### src/rtl/serial_mul.sv
// Serial shift-and-add multiplier: width x width -> 2*width, one multiplier bit per clock.
// Latency: d_out_vld rises width edges after the edge capturing the later operand.
// Backpressure: result held in DONE until d_out_rdy; operands refused outside IDLE. Option: SERIAL_MUL_SIGNED_EN.
module serial_mul #(
   parameter int width = 8
) (
   input  logic                 clk,
   input  logic                 asyn_reset,
   input  logic [width-1:0]     x,
   input  logic [width-1:0]     y,
   input  logic                 data_x_vld,
   output logic                 data_x_rdy,
   input  logic                 data_y_vld,
   output logic                 data_y_rdy,
   output logic [2*width-1:0]   product,
   output logic                 d_out_vld,
   input  logic                 d_out_rdy
);

   localparam int CW = (width > 1) ? $clog2(width) : 1;
   localparam logic [CW-1:0] LAST = CW'(width - 1);

   typedef enum logic [1:0] {IDLE, BUSY, DONE} state_t;

   state_t               state;
   state_t               state_next;
   logic                 x_got;
   logic                 y_got;
   logic [width-1:0]     x_reg;
   logic [width-1:0]     y_reg;
   logic [2*width-1:0]   acc;
   logic [2*width-1:0]   acc_next;
   logic [2*width-1:0]   mcand_ext;
   logic [2*width-1:0]   partial;
   logic [CW-1:0]        cnt;
   logic                 last_iter;
   logic                 x_fire;
   logic                 y_fire;

   assign x_fire    = data_x_vld && data_x_rdy;
   assign y_fire    = data_y_vld && data_y_rdy;
   assign last_iter = (cnt == LAST);

   // State register
   always_ff @(posedge clk) begin
      if (asyn_reset) begin
         state <= IDLE;
      end else begin
         state <= state_next;
      end
   end

   // Next-state and handshake outputs; ready/valid decode only registered state
   always_comb begin
      state_next = state;
      data_x_rdy = 1'b0;
      data_y_rdy = 1'b0;
      d_out_vld  = 1'b0;
      case (state)
         IDLE: begin
            data_x_rdy = !x_got;
            data_y_rdy = !y_got;
            // An operand counts as held if already captured or captured on this edge
            if ((x_got || data_x_vld) && (y_got || data_y_vld)) begin
               state_next = BUSY;
            end
         end
         BUSY: begin
            if (last_iter) begin
               state_next = DONE;
            end
         end
         DONE: begin
            d_out_vld = 1'b1;
            if (d_out_rdy) begin
               state_next = IDLE;
            end
         end
         default: state_next = IDLE;
      endcase
   end

   // One shift-and-add step; the MSB step subtracts in two's complement mode
   always_comb begin
`ifdef SERIAL_MUL_SIGNED_EN
      mcand_ext = {{width{x_reg[width-1]}}, x_reg};
`else
      mcand_ext = {{width{1'b0}}, x_reg};
`endif
      partial  = mcand_ext << cnt;
      acc_next = acc;
      if (y_reg[cnt]) begin
`ifdef SERIAL_MUL_SIGNED_EN
         if (last_iter) begin
            acc_next = acc - partial;
         end else begin
            acc_next = acc + partial;
         end
`else
         acc_next = acc + partial;
`endif
      end
   end

   // Operand capture, iteration and result registers
   always_ff @(posedge clk) begin
      if (asyn_reset) begin
         x_got   <= 1'b0;
         y_got   <= 1'b0;
         x_reg   <= '0;
         y_reg   <= '0;
         acc     <= '0;
         cnt     <= '0;
         product <= '0;
      end else begin
         case (state)
            IDLE: begin
               if (x_fire) begin
                  x_reg <= x;
                  x_got <= 1'b1;
               end
               if (y_fire) begin
                  y_reg <= y;
                  y_got <= 1'b1;
               end
               if (state_next == BUSY) begin
                  x_got <= 1'b0;
                  y_got <= 1'b0;
                  acc   <= '0;
                  cnt   <= '0;
               end
            end
            BUSY: begin
               acc <= acc_next;
               cnt <= cnt + CW'(1);
               if (last_iter) begin
                  product <= acc_next;
               end
            end
            default: ;
         endcase
      end
   end

endmodule

### config.mk
export PLATFORM = sky130hd
export DESIGN_NAME = serial_mul
export DESIGN_NICKNAME = d
export VERILOG_FILES = /design/src/rtl/serial_mul.sv
export SDC_FILE = /design/constraint.sdc
export NUM_CORES = 1
export LEC_CHECK = 0
export CORE_ASPECT_RATIO = 0.5
export CORE_MARGIN = 2
export CORE_UTILIZATION = 47
export DETAILED_ROUTE_END_ITERATION = 10
export GPL_TIMING_DRIVEN = 0
export HOLD_SLACK_MARGIN = 0.12
export PLACE_DENSITY = 0.69
export SETUP_SLACK_MARGIN = 0.02
export SKIP_CTS_REPAIR_TIMING = 1
export SYNTH_ARGS = -nofsm -noshare
export SYNTH_HDL_FRONTEND = slang
export SYNTH_SLANG_ARGS = --single-unit
### constraint.sdc
create_clock -name clk -period 6.8 [get_ports clk]
set_input_delay 1.7 -clock clk [delete_from_list [all_inputs] [get_ports clk]]
set_output_delay 1.7 -clock clk [all_outputs]
set_load 0.005 [all_outputs]
==> qor.log, run 1 <==
[run_status] run status completed
[pwr] switching power total 206 uW
[synthesis] sequential element share of the synthesized area 32.7%
[pwr] VDD IR-drop max 0.137 mV
[cts] H-tree level count 2
[critical_path] CP max stage cell or4b_1
[pwr] total power density per cell area 183 nW/um2
[synthesis] count of flip-flops with a built-in enable after synthesis 0
[critical_path] kind of cell with the highest combined delay on the critical path compound AO/OA/AOI/OAI gates
[critical_path] Worst setup EP type flop
[sta] unrepaired setup endpoints after global routing no
[critical_path] arrival time at the worst endpoint 4010 ps
[critical_path] nature of the critical path startpoint flop
[sta] slew at the pin closest to its max-slew limit 570 ps
[critical_path] number of buffer and inverter instances along the worst setup path 2
[synthesis] count of state elements after synthesis 55
[worst_hold_path] path type of the worst min-delay path reg2reg
[synthesis] cells after synthesis 421
[detailed_routing] Avg WL per Cell 15.3 um
[sta] top achievable clock speed 0.260 GHz
[place] Buffers on Ports 39
[finish] final core utilization 59.3%
[synthesis] Post-Syn Area 3370 um2
[finish] area of the multi-input gates 2090 um2
[cts] CTS tree done
[floorplanning] number of standard-cell rows in the floorplan 21
[finish] leading registers by flop count acc: 16 flops, product: 16 flops
[sta] number of setup violations in the final report 0
[place] half-perimeter wire length after placement 6.64 mm
[finish] register cell area after layout 1100 um2
[synthesis] yosys warns 0
[cts] number of buffers created by CTS 5
[sta] worst max-slew margin expressed relative to the limit 61.2%
[finish] Post-layout nets 506
[pwr] Clock power frac 37.7%
[finish] fraction of final layout cells sized beyond drive strength 1 8.55%
[place] RePlAce Congestion 0.928
[pwr] internal portion of total power 531 uW
[pwr] part of the total power dissipated in combinational logic 16.0%
[cts] Worst-path clk slew 70 ps
[finish] commonest cells after routing, fill and taps aside nand2_1, dfxtp_1, a21oi_1
[pwr] Seq pwr share 46.2%
[detailed_routing] DRT Wirelength 8.59 mm
[finish] most common cell after layout, fill and taps aside nand2_1
[synthesis] Syn Nets 460
[critical_path] CP Max Fanout 10
[floorplanning] effective utilization at floorplan 49.5%
[finish] Syn-to-layout area delta 19.7%
[detailed_routing] via count 3155
[sta] fin crit share 56.5%
[global_routing] initial antenna violation count 0
[critical_path] dominant cell type by count on the critical path clkbuf_1
[global_routing] overall fraction of global-route tracks in use 23.4%
[sta] final count of pins violating max slew 0
[cts] clock root cell clkbuf_16
[sta] Hold Violations, Final 0
[synthesis] FFs w/ async S/R, synth 0%
[global_routing] first-pass GRT wire length 14.3 mm
[global_routing] total global routing overflow 0
[floorplanning] num ports 40
[floorplanning] Die Wd 124 um
[pwr] leakage component of the power 1.51 nW
[sta] time the worst path needs with I/O delays and setup 3840 ps
[critical_path] stage delay of the slowest cell on the critical path 600 ps
[detailed_routing] residual DRC count 0
[floorplanning] area enclosed by the die boundary 7900 um2
[sta] Clock Skew 4.59 ps
[finish] number of fill cells in the layout 644
[synthesis] Avg Inst Size Synth 8.00 um2
[cts] number of buffers on the longest clock path 2
[floorplanning] Chip Height 63.9 um
[detailed_routing] Detail Route Antenna Nets 0
[detailed_routing] Avg Vias per Cell 5.63
[pwr] net switching fraction of the power 27.9%
[global_routing] pin count of the biggest net entering global routing 19
[run] max-cap check violation count 0
[pwr] sum of internal, switching and leakage power 737 uW
[critical_path] worst-path cell chain clkbuf_1 -> clkbuf_1 -> mux2i_1 -> mux2_2 -> o22ai_1 -> ha_1 -> a21o_2 -> a221oi_2 -> nor3_1 -> or4b_1 -> nand2_1 -> a211oi_1
[cts] clock latency on the worst-skew pair 300 ps
[finish] antenna diode count 0
[sta] setup TNS 0 ps
[critical_path] critical setup path kind reg2reg
[global_routing] number of global-route vias before repair 2886
[detailed_routing] number of search-and-repair iterations in the first detailed-routing pass 5
[critical_path] WP data required 6970 ps
[synthesis] Netlist cell types 56
[cts] number of clock sinks 55
[detailed_routing] detailed router's first-iteration violation count 179
[synthesis] prevailing post-synth register cell dfxtp_1
[floorplanning] placeable core area 6810 um2
kinds of logic (layout without fill, tap and decap cells):
logic type	Yosys count	count (layout)	synth area share [%]
compound gates	115	115	22.3
xor+xnor	10	10	2.60
fa+ha+maj	18	18	6.91
buf+inv	32	79	5.24
flops	55	55	32.7
mux	18	18	6.43
simple gates	173	173	23.8
routing by layer:
layer	track usage [%]	vias to the layer above	part of all wire, %
met5	0	-	0
met4	3.84	0	0.70
met3	4.29	7	5.4
met2	34.9	81	42
met1	35.3	1464	52
li1	-	1603	-
cell usage after synthesis (3+ instances only):
library cell | instances | area share (%)
nand2b_1 | 9 | 1.7
nand2_1 | 75 | 8.4
o211ai_1 | 4 | 0.89
xnor2_1 | 3 | 0.78
a211oi_1 | 8 | 1.8
nand3_1 | 15 | 2.2
ha_1 | 17 | 6.3
xor2_1 | 7 | 1.8
buf_6 | 6 | 2.0
o21ai_0 | 11 | 1.6
o21a_1 | 3 | 0.67
a21oi_1 | 47 | 7.0
nor3_1 | 12 | 1.8
nor2_1 | 37 | 4.1
a21o_1 | 8 | 1.8
mux2_2 | 6 | 2.0
o221ai_1 | 3 | 0.78
a311oi_1 | 5 | 1.3
dfxtp_1 | 55 | 33
and2_1 | 5 | 0.93
nand4b_1 | 4 | 1.0
a31oi_1 | 7 | 1.3
mux2i_1 | 9 | 2.7
clkbuf_1 | 18 | 2.0
o22ai_1 | 5 | 0.93
metrics by stage:
step	hold WS, ps	setup slack, ps	std cells	cell area [um2]
after floorplan	433	3520	421	3370
final	454	2960	560	4030
after global placement	442	2990	552	3870
after detailed placement	447	2970	552	3870
after CTS	457	2970	560	4030
after global routing	473	2630	560	4030
path summary, 6_finish.rpt:
kind | slack [ps] | depth (start not counted) | end | startpoint
min reg2reg | 450 | 2 | y_reg[2] | y_reg[2]
max | 2960 | 12 | product[14] | cnt[1]
max reg2reg | 2960 | 12 | product[14] | cnt[1]
min | 450 | 2 | y_reg[2] | y_reg[2]
worst register-to-register path, cell delays in order, from the launching register on:
cell and delay, ps:
dfxtp_1 340, clkbuf_1 360, clkbuf_1 440, mux2i_1 160, mux2_2 310, o22ai_1 170, ha_1 310, a21o_2 270
a221oi_2 480, nor3_1 110, or4b_1 600, nand2_1 110, a211oi_1 60
power by group through the flow:
stage               Clock [mW]  Combinational, mW  Sequential, mW
global route             0.295              0.132           0.342
CTS                      0.280              0.118           0.341
floorplan                    0             0.0783           0.346
finish                   0.278              0.118           0.341
detailed placement           0              0.117           0.348
global placement             0              0.117           0.348
layout make-up:
cell class / instances / area share (%)
Buffer: 29 / 4.10
Clock buffer: 6 / 3.44
Clock inverter: 2 / 0.496
Inverter: 3 / 0.279
Multi-Input combinational cell: 334 / 51.8
Sequential cell: 55 / 27.3
Tap cell: 92 / 2.85
Timing Repair Buffer: 39 / 9.68
Power figures use the tool's default switching activity.
==> run 2: changes to the inputs <==
- PLACE_DENSITY: 0.69 -> 0.72
- clock period: 6.8 -> 3.5 ns (I/O delays scaled with it)
==> qor.log, run 2 (same netlist as run 1, synthesis figures left out) <==
[sta] top achievable clock speed 0.304 GHz
[critical_path] WP data required 3660 ps
[cts] H-tree level count 2
[critical_path] number of buffer and inverter instances along the worst setup path 2
[cts] number of buffers on the longest clock path 2
[detailed_routing] Avg WL per Cell 15.4 um
[cts] number of buffers created by CTS 5
[global_routing] initial antenna violation count 0
[sta] final count of pins violating max slew 0
[pwr] VDD IR-drop max 0.244 mV
[critical_path] kind of cell with the highest combined delay on the critical path compound AO/OA/AOI/OAI gates
[sta] time the worst path needs with I/O delays and setup 3290 ps
[detailed_routing] Avg Vias per Cell 5.66
[critical_path] nature of the critical path startpoint flop
[critical_path] Reg2Reg Launch Point cnt[1]
[critical_path] stage delay of the slowest cell on the critical path 600 ps
[floorplanning] placeable core area 6810 um2
[finish] number of fill cells in the layout 650
[detailed_routing] DRT Wirelength 8.65 mm
[worst_hold_path] hold endpoint product[2]
[critical_path] reg-to-reg slack, setup 210 ps
[floorplanning] num ports 40
[worst_hold_path] Hold Path Origin product[2]
[place] half-perimeter wire length after placement 6.68 mm
[finish] Syn-to-layout area delta 21.2%
[detailed_routing] Detail Route Antenna Nets 0
[global_routing] number of global-route vias before repair 3023
[finish] most common cell after layout, fill and taps aside nand2_1
[detailed_routing] via count 3177
[run_status] run status completed
[sta] worst max-slew margin expressed relative to the limit 59.3%
[pwr] total power density per cell area 363 nW/um2
[critical_path] worst-path cell chain clkbuf_4 -> buf_4 -> mux2i_1 -> mux2_2 -> o22ai_1 -> ha_1 -> a21o_2 -> a221oi_4 -> nor3_1 -> or4b_1 -> nand2_1 -> a211oi_1
[worst_hold_path] path type of the worst min-delay path reg2reg
[detailed_routing] residual DRC count 0
[worst_hold_path] Worst Hold Depth 2
[floorplanning] area enclosed by the die boundary 7900 um2
[cts] CTS tree done
[sta] Hold Violations, Final 0
[detailed_routing] detailed router's first-iteration violation count 262
[finish] commonest cells after routing, fill and taps aside nand2_1, dfxtp_1, a21oi_1
[sta] Clock Skew 6.70 ps
[global_routing] pin count of the biggest net entering global routing 20
[global_routing] total global routing overflow 0
[cts] number of clock sinks 55
[place] RePlAce Congestion 0.898
[floorplanning] effective utilization at floorplan 49.5%
[place] Buffers on Ports 39
[finish] Post-layout nets 507
[critical_path] CP max stage cell or4b_1
[critical_path] destination of the worst register-to-register timing path product[14]
[pwr] sum of internal, switching and leakage power 1.48 mW
[sta] slew at the pin closest to its max-slew limit 608 ps
[sta] worst hold slack after final layout 458 ps
[sta] fin crit share 93.9%
[sta] unrepaired setup endpoints after global routing no
[critical_path] Worst setup EP type flop
[global_routing] first-pass GRT wire length 14.6 mm
[pwr] leakage component of the power 1.54 nW
[critical_path] CP Max Fanout 10
[detailed_routing] number of search-and-repair iterations in the first detailed-routing pass 6
[global_routing] overall fraction of global-route tracks in use 23.6%
[finish] leading registers by flop count acc: 16 flops, product: 16 flops
[critical_path] launch point of the worst path cnt[1]
[floorplanning] Die Wd 124 um
[cts] clock root cell clkbuf_16
[cts] clock latency on the worst-skew pair 300 ps
[run] max-cap check violation count 0
[finish] antenna diode count 0
[critical_path] arrival time at the worst endpoint 3450 ps
[critical_path] depth of the most critical reg-to-reg path 12
[floorplanning] number of standard-cell rows in the floorplan 21
[sta] number of setup violations in the final report 0
[critical_path] critical setup path kind reg2reg
[finish] fraction of final layout cells sized beyond drive strength 1 9.81%
[cts] Worst-path clk slew 70 ps
[sta] setup TNS 0 ps
[floorplanning] Chip Height 63.9 um
==> run 2: metrics by stage <==
stage	std cells	utilization (%)	worst slack, ps	instance area, um2
after floorplan	421	-	224	3370
after global placement	552	56.9	-341	3870
after detailed placement	552	56.9	-333	3870
after CTS	560	59.5	-365	4050
after global routing	561	60.0	20.0	4080
final	561	60.0	212	4080
==> run 2: worst max-delay path by stage <==
stage                   to  slack, ps  depth (start not counted)
5_1_grt            acc[14]         20                         11
3_5_place_dp   product[14]       -330                         12
4_1_cts        product[14]       -360                         12
3_3_place_gp   product[14]       -340                         12
2_1_floorplan  product[14]        220                         12
6_report       product[14]        210                         12
==> run 2: worst reg2reg max path: cells and delay by family (launching register included) <==
family	cells	cell delay, ps
buffers and inverters	2	400
AO/OA/AOI/OAI	4	900
flip-flops	1	330
adder cells (fa/ha/maj)	1	310
multiplexers	2	410
AND/OR/NAND/NOR	3	810
==> run 2: routing by layer <==
layer | track usage (%) | up-vias | wire length [um]
li1 | - | 1605 | -
met4 | 3.98 | 0 | 59
met3 | 4.46 | 6 | 534
met5 | 0 | - | 0
met1 | 34.3 | 1476 | 4350
met2 | 36.7 | 90 | 3700
==> run 2: report_power, final <==
part | total [mW] | internal, mW | switching, mW
combinational | 0.233 | 0.0954 | 0.137
clock | 0.589 | 0.346 | 0.244
sequential | 0.662 | 0.646 | 0.0163
total | 1.48 | 1.09 | 0.397
==> run 2: final cells by class <==
cell class	instances	area [um2]	area share, %
clock buffers	5	125	3.06
inverters	3	11.3	0.276
multi-input cells	334	2110	51.6
flip-flops and latches	55	1100	27.0
plain buffers	28	170	4.17
clock inverters	3	50.0	1.23
repair buffers	41	405	9.93
well taps	92	115	2.82
==> run 3: changes to the inputs <==
- ABC_CLOCK_PERIOD_IN_PS: unset -> 3500
==> results of run 3 <==
Final layout, timing and power as in run 2 (identical DEF).
